===== config.mk =====
export PLATFORM = sky130hd
export DESIGN_NAME = deconv_accum
export DESIGN_NICKNAME = d
export VERILOG_FILES = /design/src/rtl/conv_pkg.sv /design/src/rtl/sat_add_s.sv /design/src/rtl/deconv_accum.sv
export SDC_FILE = /design/constraint.sdc
export NUM_CORES = 1
export LEC_CHECK = 0
export CORE_MARGIN = 8
export CORE_UTILIZATION = 39
export CTS_BUF_LIST = sky130_fd_sc_hd__clkbuf_4
export CTS_CLUSTER_DIAMETER = 30
export DETAILED_ROUTE_END_ITERATION = 12
export PLACE_DENSITY = 0.57
export SYNTH_ARGS = -nofsm -noshare
export SYNTH_HDL_FRONTEND = slang
export SYNTH_SLANG_ARGS = --single-unit

===== constraint.sdc =====
create_clock -name clk -period 3 [get_ports clk]
set_input_delay 0.6 -clock clk [delete_from_list [all_inputs] [get_ports clk]]
set_output_delay 0.6 -clock clk [all_outputs]
set_load 0.005 [all_outputs]

===== src/rtl/conv_pkg.sv =====
// Shared definitions for the difference convolver and its inverse (deconv_accum).
// It holds the state encodings, the default sample width and the guard-bit width
// that the signed add needs to stay exact before clamping.
package conv_pkg;

    // One-hot state encodings. The idle state deliberately uses the top bit so
    // that a cleared register is not mistaken for a legal state.
    typedef enum logic [3:0] {
        ST_CLR  = 4'b1000,
        ST_IN   = 4'b0001,
        ST_CALC = 4'b0010,
        ST_OUT  = 4'b0100
    } conv_state_t;

    localparam int DEF_DATA_W  = 8;

    // An acc of DATA_W bits plus a diff of DATA_W+1 bits needs two extra bits
    // over DATA_W to hold every possible sum without wrapping.
    localparam int SUM_GUARD_W = 2;

    function automatic int sum_width(input int data_w);
        return data_w + SUM_GUARD_W;
    endfunction

endpackage


===== src/rtl/sat_add_s.sv =====
// Signed saturating add: a DATA_W-bit accumulator plus a DATA_W+1-bit difference.
// The sum is formed exactly and then clamped to the DATA_W signed range. The sat
// output flags when the clamped result differs from the exact sum.
module sat_add_s
    import conv_pkg::*;
#(
    parameter int DATA_W = DEF_DATA_W
) (
    input  logic signed [DATA_W-1:0] acc,
    input  logic signed [DATA_W:0]   diff,
    output logic signed [DATA_W-1:0] result,
    output logic                     sat
);

    localparam int SUM_W = sum_width(DATA_W);

    // The limits are widened to the sum width so the signed compares need no
    // further extension.
    localparam logic signed [SUM_W-1:0] MAX_V = {{3{1'b0}}, {(DATA_W-1){1'b1}}};
    localparam logic signed [SUM_W-1:0] MIN_V = {{3{1'b1}}, {(DATA_W-1){1'b0}}};

    logic signed [SUM_W-1:0] sum;

    // Exact sum of the sign-extended operands
    always_comb begin
        sum = {{2{acc[DATA_W-1]}}, acc} + {diff[DATA_W], diff};
    end

    // Clamp to the output range and flag any clamping
    always_comb begin
        result = sum[DATA_W-1:0];
        sat    = 1'b0;
        if (sum > MAX_V) begin
            result = MAX_V[DATA_W-1:0];
            sat    = 1'b1;
        end else if (sum < MIN_V) begin
            result = MIN_V[DATA_W-1:0];
            sat    = 1'b1;
        end
    end

endmodule


===== src/rtl/deconv_accum.sv =====
// deconv_accum: rebuilds x[n] = x[n-1] + d[n] from signed difference samples.
// A saturating accumulator is seeded by DECONV_iStart, and each frame of LEN
// samples is emitted through a valid/ready handshake.
//
// state | meaning
// CLR   | idle; acc and count are zero and all outputs are low; waits for iStart
// IN    | oReady high; waits for a difference sample
// CALC  | accumulates the latched difference with clamping
// OUT   | presents the sample and holds it until iReady is high
//
// Every output is a register that is updated on the same edge as the state.
// This leaves no combinational path from iValid or iReady to any output.
module deconv_accum
    import conv_pkg::*;
#(
    parameter int DATA_W = DEF_DATA_W,
    parameter int LEN    = 8
) (
    input  logic              clk,
    input  logic              reset,
    input  logic              DECONV_iStart,
    input  logic [DATA_W-1:0] DECONV_iSeed,
    input  logic              DECONV_iValid,
    input  logic [DATA_W:0]   DECONV_iData,
    output logic              DECONV_oReady,
    input  logic              DECONV_iReady,
    output logic              DECONV_oValid,
    output logic [DATA_W-1:0] DECONV_oData,
    output logic              DECONV_oLast,
    output logic              DECONV_oSat,
    output logic              DECONV_oBusy
);

    localparam logic [7:0] LEN_C = 8'(LEN);

    conv_state_t              state;
    logic signed [DATA_W-1:0] acc;
    logic signed [DATA_W:0]   diff_q;
    logic [7:0]               count;

    logic signed [DATA_W-1:0] add_result;
    logic                     add_sat;

    logic                     ready_q;
    logic                     valid_q;
    logic                     last_q;
    logic                     sat_q;
    logic                     busy_q;
    logic [DATA_W-1:0]        data_q;

    sat_add_s #(
        .DATA_W (DATA_W)
    ) u_sat_add (
        .acc    (acc),
        .diff   (diff_q),
        .result (add_result),
        .sat    (add_sat)
    );

    // Sequencing FSM with the accumulator, the counter and the registered outputs
    always_ff @(posedge clk) begin
        if (reset) begin
            state   <= ST_CLR;
            acc     <= '0;
            diff_q  <= '0;
            count   <= '0;
            ready_q <= 1'b0;
            valid_q <= 1'b0;
            last_q  <= 1'b0;
            sat_q   <= 1'b0;
            busy_q  <= 1'b0;
            data_q  <= '0;
        end else begin
            case (state)
                ST_CLR: begin
                    if (DECONV_iStart) begin
                        acc     <= DECONV_iSeed;
                        count   <= '0;
                        ready_q <= 1'b1;
                        busy_q  <= 1'b1;
                        state   <= ST_IN;
                    end
                end
                ST_IN: begin
                    if (DECONV_iValid) begin
                        diff_q  <= DECONV_iData;
                        ready_q <= 1'b0;
                        state   <= ST_CALC;
                    end
                end
                ST_CALC: begin
                    acc     <= add_result;
                    count   <= count + 8'd1;
                    valid_q <= 1'b1;
                    data_q  <= add_result;
                    sat_q   <= add_sat;
                    last_q  <= ((count + 8'd1) == LEN_C);
                    state   <= ST_OUT;
                end
                ST_OUT: begin
                    if (DECONV_iReady) begin
                        valid_q <= 1'b0;
                        data_q  <= '0;
                        sat_q   <= 1'b0;
                        last_q  <= 1'b0;
                        if (last_q) begin
                            // Frame done: the accumulator does not carry into the next frame
                            acc    <= '0;
                            count  <= '0;
                            busy_q <= 1'b0;
                            state  <= ST_CLR;
                        end else begin
                            ready_q <= 1'b1;
                            state   <= ST_IN;
                        end
                    end
                end
                default: begin
                    state   <= ST_CLR;
                    acc     <= '0;
                    count   <= '0;
                    ready_q <= 1'b0;
                    valid_q <= 1'b0;
                    last_q  <= 1'b0;
                    sat_q   <= 1'b0;
                    busy_q  <= 1'b0;
                    data_q  <= '0;
                end
            endcase
        end
    end

    assign DECONV_oReady = ready_q;
    assign DECONV_oValid = valid_q;
    assign DECONV_oData  = data_q;
    assign DECONV_oLast  = last_q;
    assign DECONV_oSat   = sat_q;
    assign DECONV_oBusy  = busy_q;

endmodule


# Yosys cells after proc, flatten, opt, wreduce, memory -nomap -nowiden
# Index checks and enable logic that the tools add are counted.
# totals
ff_bits,42
input_bits,22
out_inout_bits,13
wordCells,65
# op_classes
n_addsub,2
magnitude_cmp,2
n_eq_ne,10
muxes,29
bitwise,4
reduce_logical,8
# ops
op,n
$pmux 8 s4,2
$mux 8,7
$pmux 8 s3,1
$mux 4,4
$pmux 4 s4,1
$pmux 1 s3,4
$add 8x9->10,1
$gt 10x8->1 const B,1
$lt 10x8->1 const B,1
$ne 2x2->1 const B,5
$mux 1,9
$add 8x1->8 const B,1
$eq 8x4->1 const B,1
$reduce_and 4->1,2
$reduce_and 5->1,1
$eq 4x1->1 const B,1
$eq 4x2->1 const B,1
$eq 4x3->1 const B,1
$eq 4x4->1 const B,1
$not 1->1,4
$pmux 1 s4,1
$reduce_and 2->1,2
$reduce_or 2->1,2
$reduce_and 3->1,1

# Longest topological paths before layout
# Gate-level depths: netlist of run 1.
# logic_depth
ltp_word,5
depth_mapped,8

# Hierarchy
# A second synthesis of run 1 with hierarchy kept.
# unflattened
cells_unflattened,262
hier_area_um2,2402.3
# modules_own_cells
module,n_inst,cells_each,area_each_um2,seq_area_each_um2
deconv_accum,1,197,1891.8,840.8
sat_add_s,1,65,510.5,0.0

# Worst setup path before layout of run 1
# Ideal clock, no wire load.
# synth_path
path_type,reg2reg
startpoint,register acc[0]
endpoint,register acc[1]
setup_time_ps,88
arrival_time_ps,2227
required_ps,2912
setup_slack_ps,684
path_stages_with_launch,9
period_less_slack_ps,2316
cell_sequence,dfxtp_1 > ha_1 > fa_1 > a211oi_1 > or4_1 > o211ai_2 > a211oi_4 > a31oi_1 > a311oi_2
# synth_between
elab_chain_len,5
# synth_rtl
element,line,source
"start, declared",deconv_accum.sv:37,logic signed [DATA_W-1:0] acc;
"start signal, assigned",deconv_accum.sv:77,acc <= DECONV_iSeed;
"start signal, assigned",deconv_accum.sv:92,acc <= add_result;
$add 8x9->10 *,sat_add_s.sv:26,"sum = {{2{acc[DATA_W-1]}}, acc} + {diff[DATA_W], diff};"
$lt 10x8->1,sat_add_s.sv:36,end else if (sum < MIN_V) begin
$mux 8,sat_add_s.sv:36,
$mux 8 *,sat_add_s.sv:33,if (sum > MAX_V) begin
$pmux 8 s4 *,deconv_accum.sv:74,case (state)
# Every way passes the cells marked *; elsewhere a longest branch is shown, timed or not.
# A chain may end at the register's enable or synchronous reset.

# Worst setup path after layout of run 1
# layout_path
startpoint,register acc[0]
endpoint,register acc[5]
# Same word-level chain as after synthesis.

==> results of run 1 <==
-- metal layers --
layer	routed length, µm	GRT usage [%]
met2	2403	18.83
met1	3192	20.45
met4	40	3.121
met5	0	0
met3	242	2.937
-- placed cells by master, fill, tap and decap left out, types with 4 or more instances in the layout --
| master | n |
|---|---|
| and3_1 | 5 |
| ha_1 | 11 |
| clkdlybuf4s50_1 | 34 |
| dfxtp_1 | 42 |
| o21ai_0 | 12 |
| nand3_1 | 10 |
| a21oi_1 | 24 |
| a22oi_1 | 4 |
| xnor2_1 | 5 |
| buf_4 | 10 |
| a221oi_2 | 6 |
| inv_1 | 11 |
| a311oi_2 | 7 |
| nand2_1 | 24 |
| nor2_1 | 43 |
| nand2b_1 | 5 |
| mux2i_1 | 9 |
| clkbuf_4 | 6 |
-- cell usage after synthesis, drive strengths merged, types with 7 or more instances --
cell | n | share of area (%)
nand2 | 24 | 3.7
o21ai | 15 | 3.4
mux2i | 9 | 3.7
ha | 11 | 5.7
nand3 | 10 | 2.1
a311oi | 8 | 4.7
a21oi | 24 | 4.9
inv | 11 | 1.7
dfxtp | 42 | 35
nor2 | 44 | 7.1
clkbuf | 14 | 2.2
a221oi | 7 | 4.1
-- worst max-delay path by stage --
stage / end
finish: acc[5]$_SDFFE_PP0P_
CTS: DECONV_oData[3]$_SDFFE_PP0P_
detailed placement: DECONV_oData[3]$_SDFFE_PP0P_
floorplan: acc[1]$_SDFFE_PP0P_
global placement: DECONV_oData[3]$_SDFFE_PP0P_
global route: acc[2]$_SDFFE_PP0P_
-- cell type report --
type / instances / area (µm²) / share of cell area, %
tap: 75 / 93.84 / 3.205
inverter: 11 / 41.29 / 1.410
multi-input combinational: 215 / 1483 / 50.64
timing repair buffer: 44 / 415.4 / 14.19
clock inverter: 2 / 8.758 / 0.2991
clock buffer: 6 / 45.04 / 1.538
sequential: 42 / 840.8 / 28.72
-- power by group --
part | switching (µW) | internal (µW) | leakage, µW
logic | 276 | 236 | 0.000814
registers | 46.1 | 612 | 0.000342
clock network | 184 | 97.5 | 0.0000331
total | 506 | 946 | 0.00119
-- per-stage QoR --
step                      worst slack [ns]  hold slack, ns  total power [µW]  cells
after floorplan                     0.6844          0.4483             990.3    284
after global placement              0.4762          0.4551              1187    387
after detailed placement            0.4113          0.4524              1185    387
after CTS                           0.3772          0.4740              1471    395
after global routing                0.2119          0.4918              1554    395
final                               0.3925          0.4719              1452    395
-- sequential cells by signal, indices dropped and copies added (netlist names) --
signal and cells:
DECONV_oValid 1, DECONV_oReady 1, state 4, diff_q 9, DECONV_oSat 1, DECONV_oData 8, count 8, DECONV_oBusy 1
DECONV_oLast 1, acc 8
-- kinds of logic (layout without fill, tap and decap cells) --
family	count (synthesis)	count (layout)	share of synthesized area, %
flip-flops	42	42	34.64
XOR/XNOR	7	7	2.526
AND/OR/NAND/NOR	105	105	20.72
adder cells (fa/ha/maj)	12	12	6.495
multiplexers	9	9	3.711
AO/OA/AOI/OAI	82	82	27.63
buffers and inverters	27	63	4.278
-- worst min-delay path: cells and delay by family (launching register included) --
kind	cells	cell delay [ns]
AO/OA/AOI/OAI	1	0.05
flip-flops	1	0.33
buffers and inverters	1	0.06
==> flow_metrics.tcl, run 1 <==
set metrics [dict create \
    worstPathRequired_ns 3.26 \
    start_util_pct 40.76 \
    finalHoldViolCount 0 \
    fin_area_um2 2928 \
    synth_cell_types 52 \
    worst-slew-pin-transition_ns 0.4828 \
    max_stage_delay_ns 0.44 \
    r2r_setup_slack_ns 0.39 \
    path_clk_slew_ns 0.13 \
    p_leak_uw 0.001190 \
    via_count 2085 \
    finalCritPeriodShare_pct 86.92 \
    grt_overflow 0 \
    min_path_type "reg -> reg" \
    synth_cells 284 \
    startpoint_type "register" \
    yosys_most_used_dff "dfxtp_1" \
    relSlewSlack_pct 67.82 \
    slew_violations 0 \
    yosysSeqAreaShare_pct 34.64 \
    path_buf_inv 0 \
    synth-seq-cells 42 \
    core_um2 5956 \
    post-route-drc-count 0 \
    synthArstFlopShare_pct 0 \
    final_antenna_net_count 0 \
    die_h_um 94.89 \
    cp_max_fo 7 \
    drive_gt1_share_pct 13.13 \
    drv_cap 0 \
    h-tree-depth 2 \
    status "finished, final reports clean" \
    dr.pass1.iters 4 \
    critical_path.top_delay_family "compound AO/OA/AOI/OAI gates" \
    drtIter0Drc 107 \
    cts_buffer_depth 2 \
    worst-path-stages 8 \
    synth_area_per_cell_um2 8.547 \
    grt_pass1_vias 1932 \
    setup.worst_path.start "acc[0]$_SDFFE_PP0P_" \
    grt_use_total_pct 13.57 \
    cts_resized 0 \
    postCtsSetupRepairBufs 0 \
    clk_latency_ns 0.34 \
    syn_nets 318 \
    cp.arrival_ns 2.87 \
    path_cells "ha_1 > fa_1 > a211oi_1 > or4_1 > o211ai_2 > o21ai_2 > nand3_1 > a311oi_2" \
    grt_setup_unrepaired "no" \
    worst_path_max_delay_cell "fa_1" \
    cts_root_buffer "clkbuf_4" \
    r2r-end "acc[5]$_SDFFE_PP0P_" \
    pin_count 35 \
    nFillCells 596 \
    synthToLayoutAreaGrowth_pct 20.62 \
    synth_edf_count 0 \
    cts_tree "built" \
    detail_route.vias_per_cell 5.278 \
    cts.sinks 42 \
    grt_max_degree 39 \
    setup_violations 0 \
    drt-wirelength-per-cell_um 14.88 \
    hold_depth 2 \
    max_freq_mhz 383.5 \
    die_w_um 94.89 \
    port_buffers 34 \
    cts-buffers-inserted 5 \
    postCtsHoldBufs 0 \
    dpl-instance-area_um2 2874 \
    syn-cell-area_um2 2427 \
    timing.setup.tns_ns 0 \
    grt_pass1_wl_um 9673 \
    p_per_area_nw_per_um2 496.0 \
    die-area_um2 9004 \
    fin_crit_ns 2.607 \
    worstSetupPathType "reg -> reg" \
    holdPathEnd "DECONV_oData[2]$_SDFFE_PP0P_" \
    r2r-start "acc[0]$_SDFFE_PP0P_" \
    place.gp.congestion 0.8282 \
    num_rows 28 \
    vdd_ir_drop_max_mv 0.2270 \
    wirelength_um 5879 \
    worst_clock_skew_ns 0.01065 \
    layout.nets 353 \
    hpwlAfterDp_um 4379 \
    antenna_found_initial 0 \
    ff2ff_path_depth 8 \
    worstSetupEndpointType "register" \
    min_from "DECONV_oData[2]$_SDFFE_PP0P_" \
    utilization_pct 49.16 \
    n_antenna_cell 0 \
    yosysWarnings 0 \
]
(Power assumes the default switching activity.)
==> inputs of run 2 (changes only) <==
- SKIP_CTS_REPAIR_TIMING: not set -> 1
==> results of run 2 <==
Same layout as run 1: the final DEF is identical, and so are final timing and power.
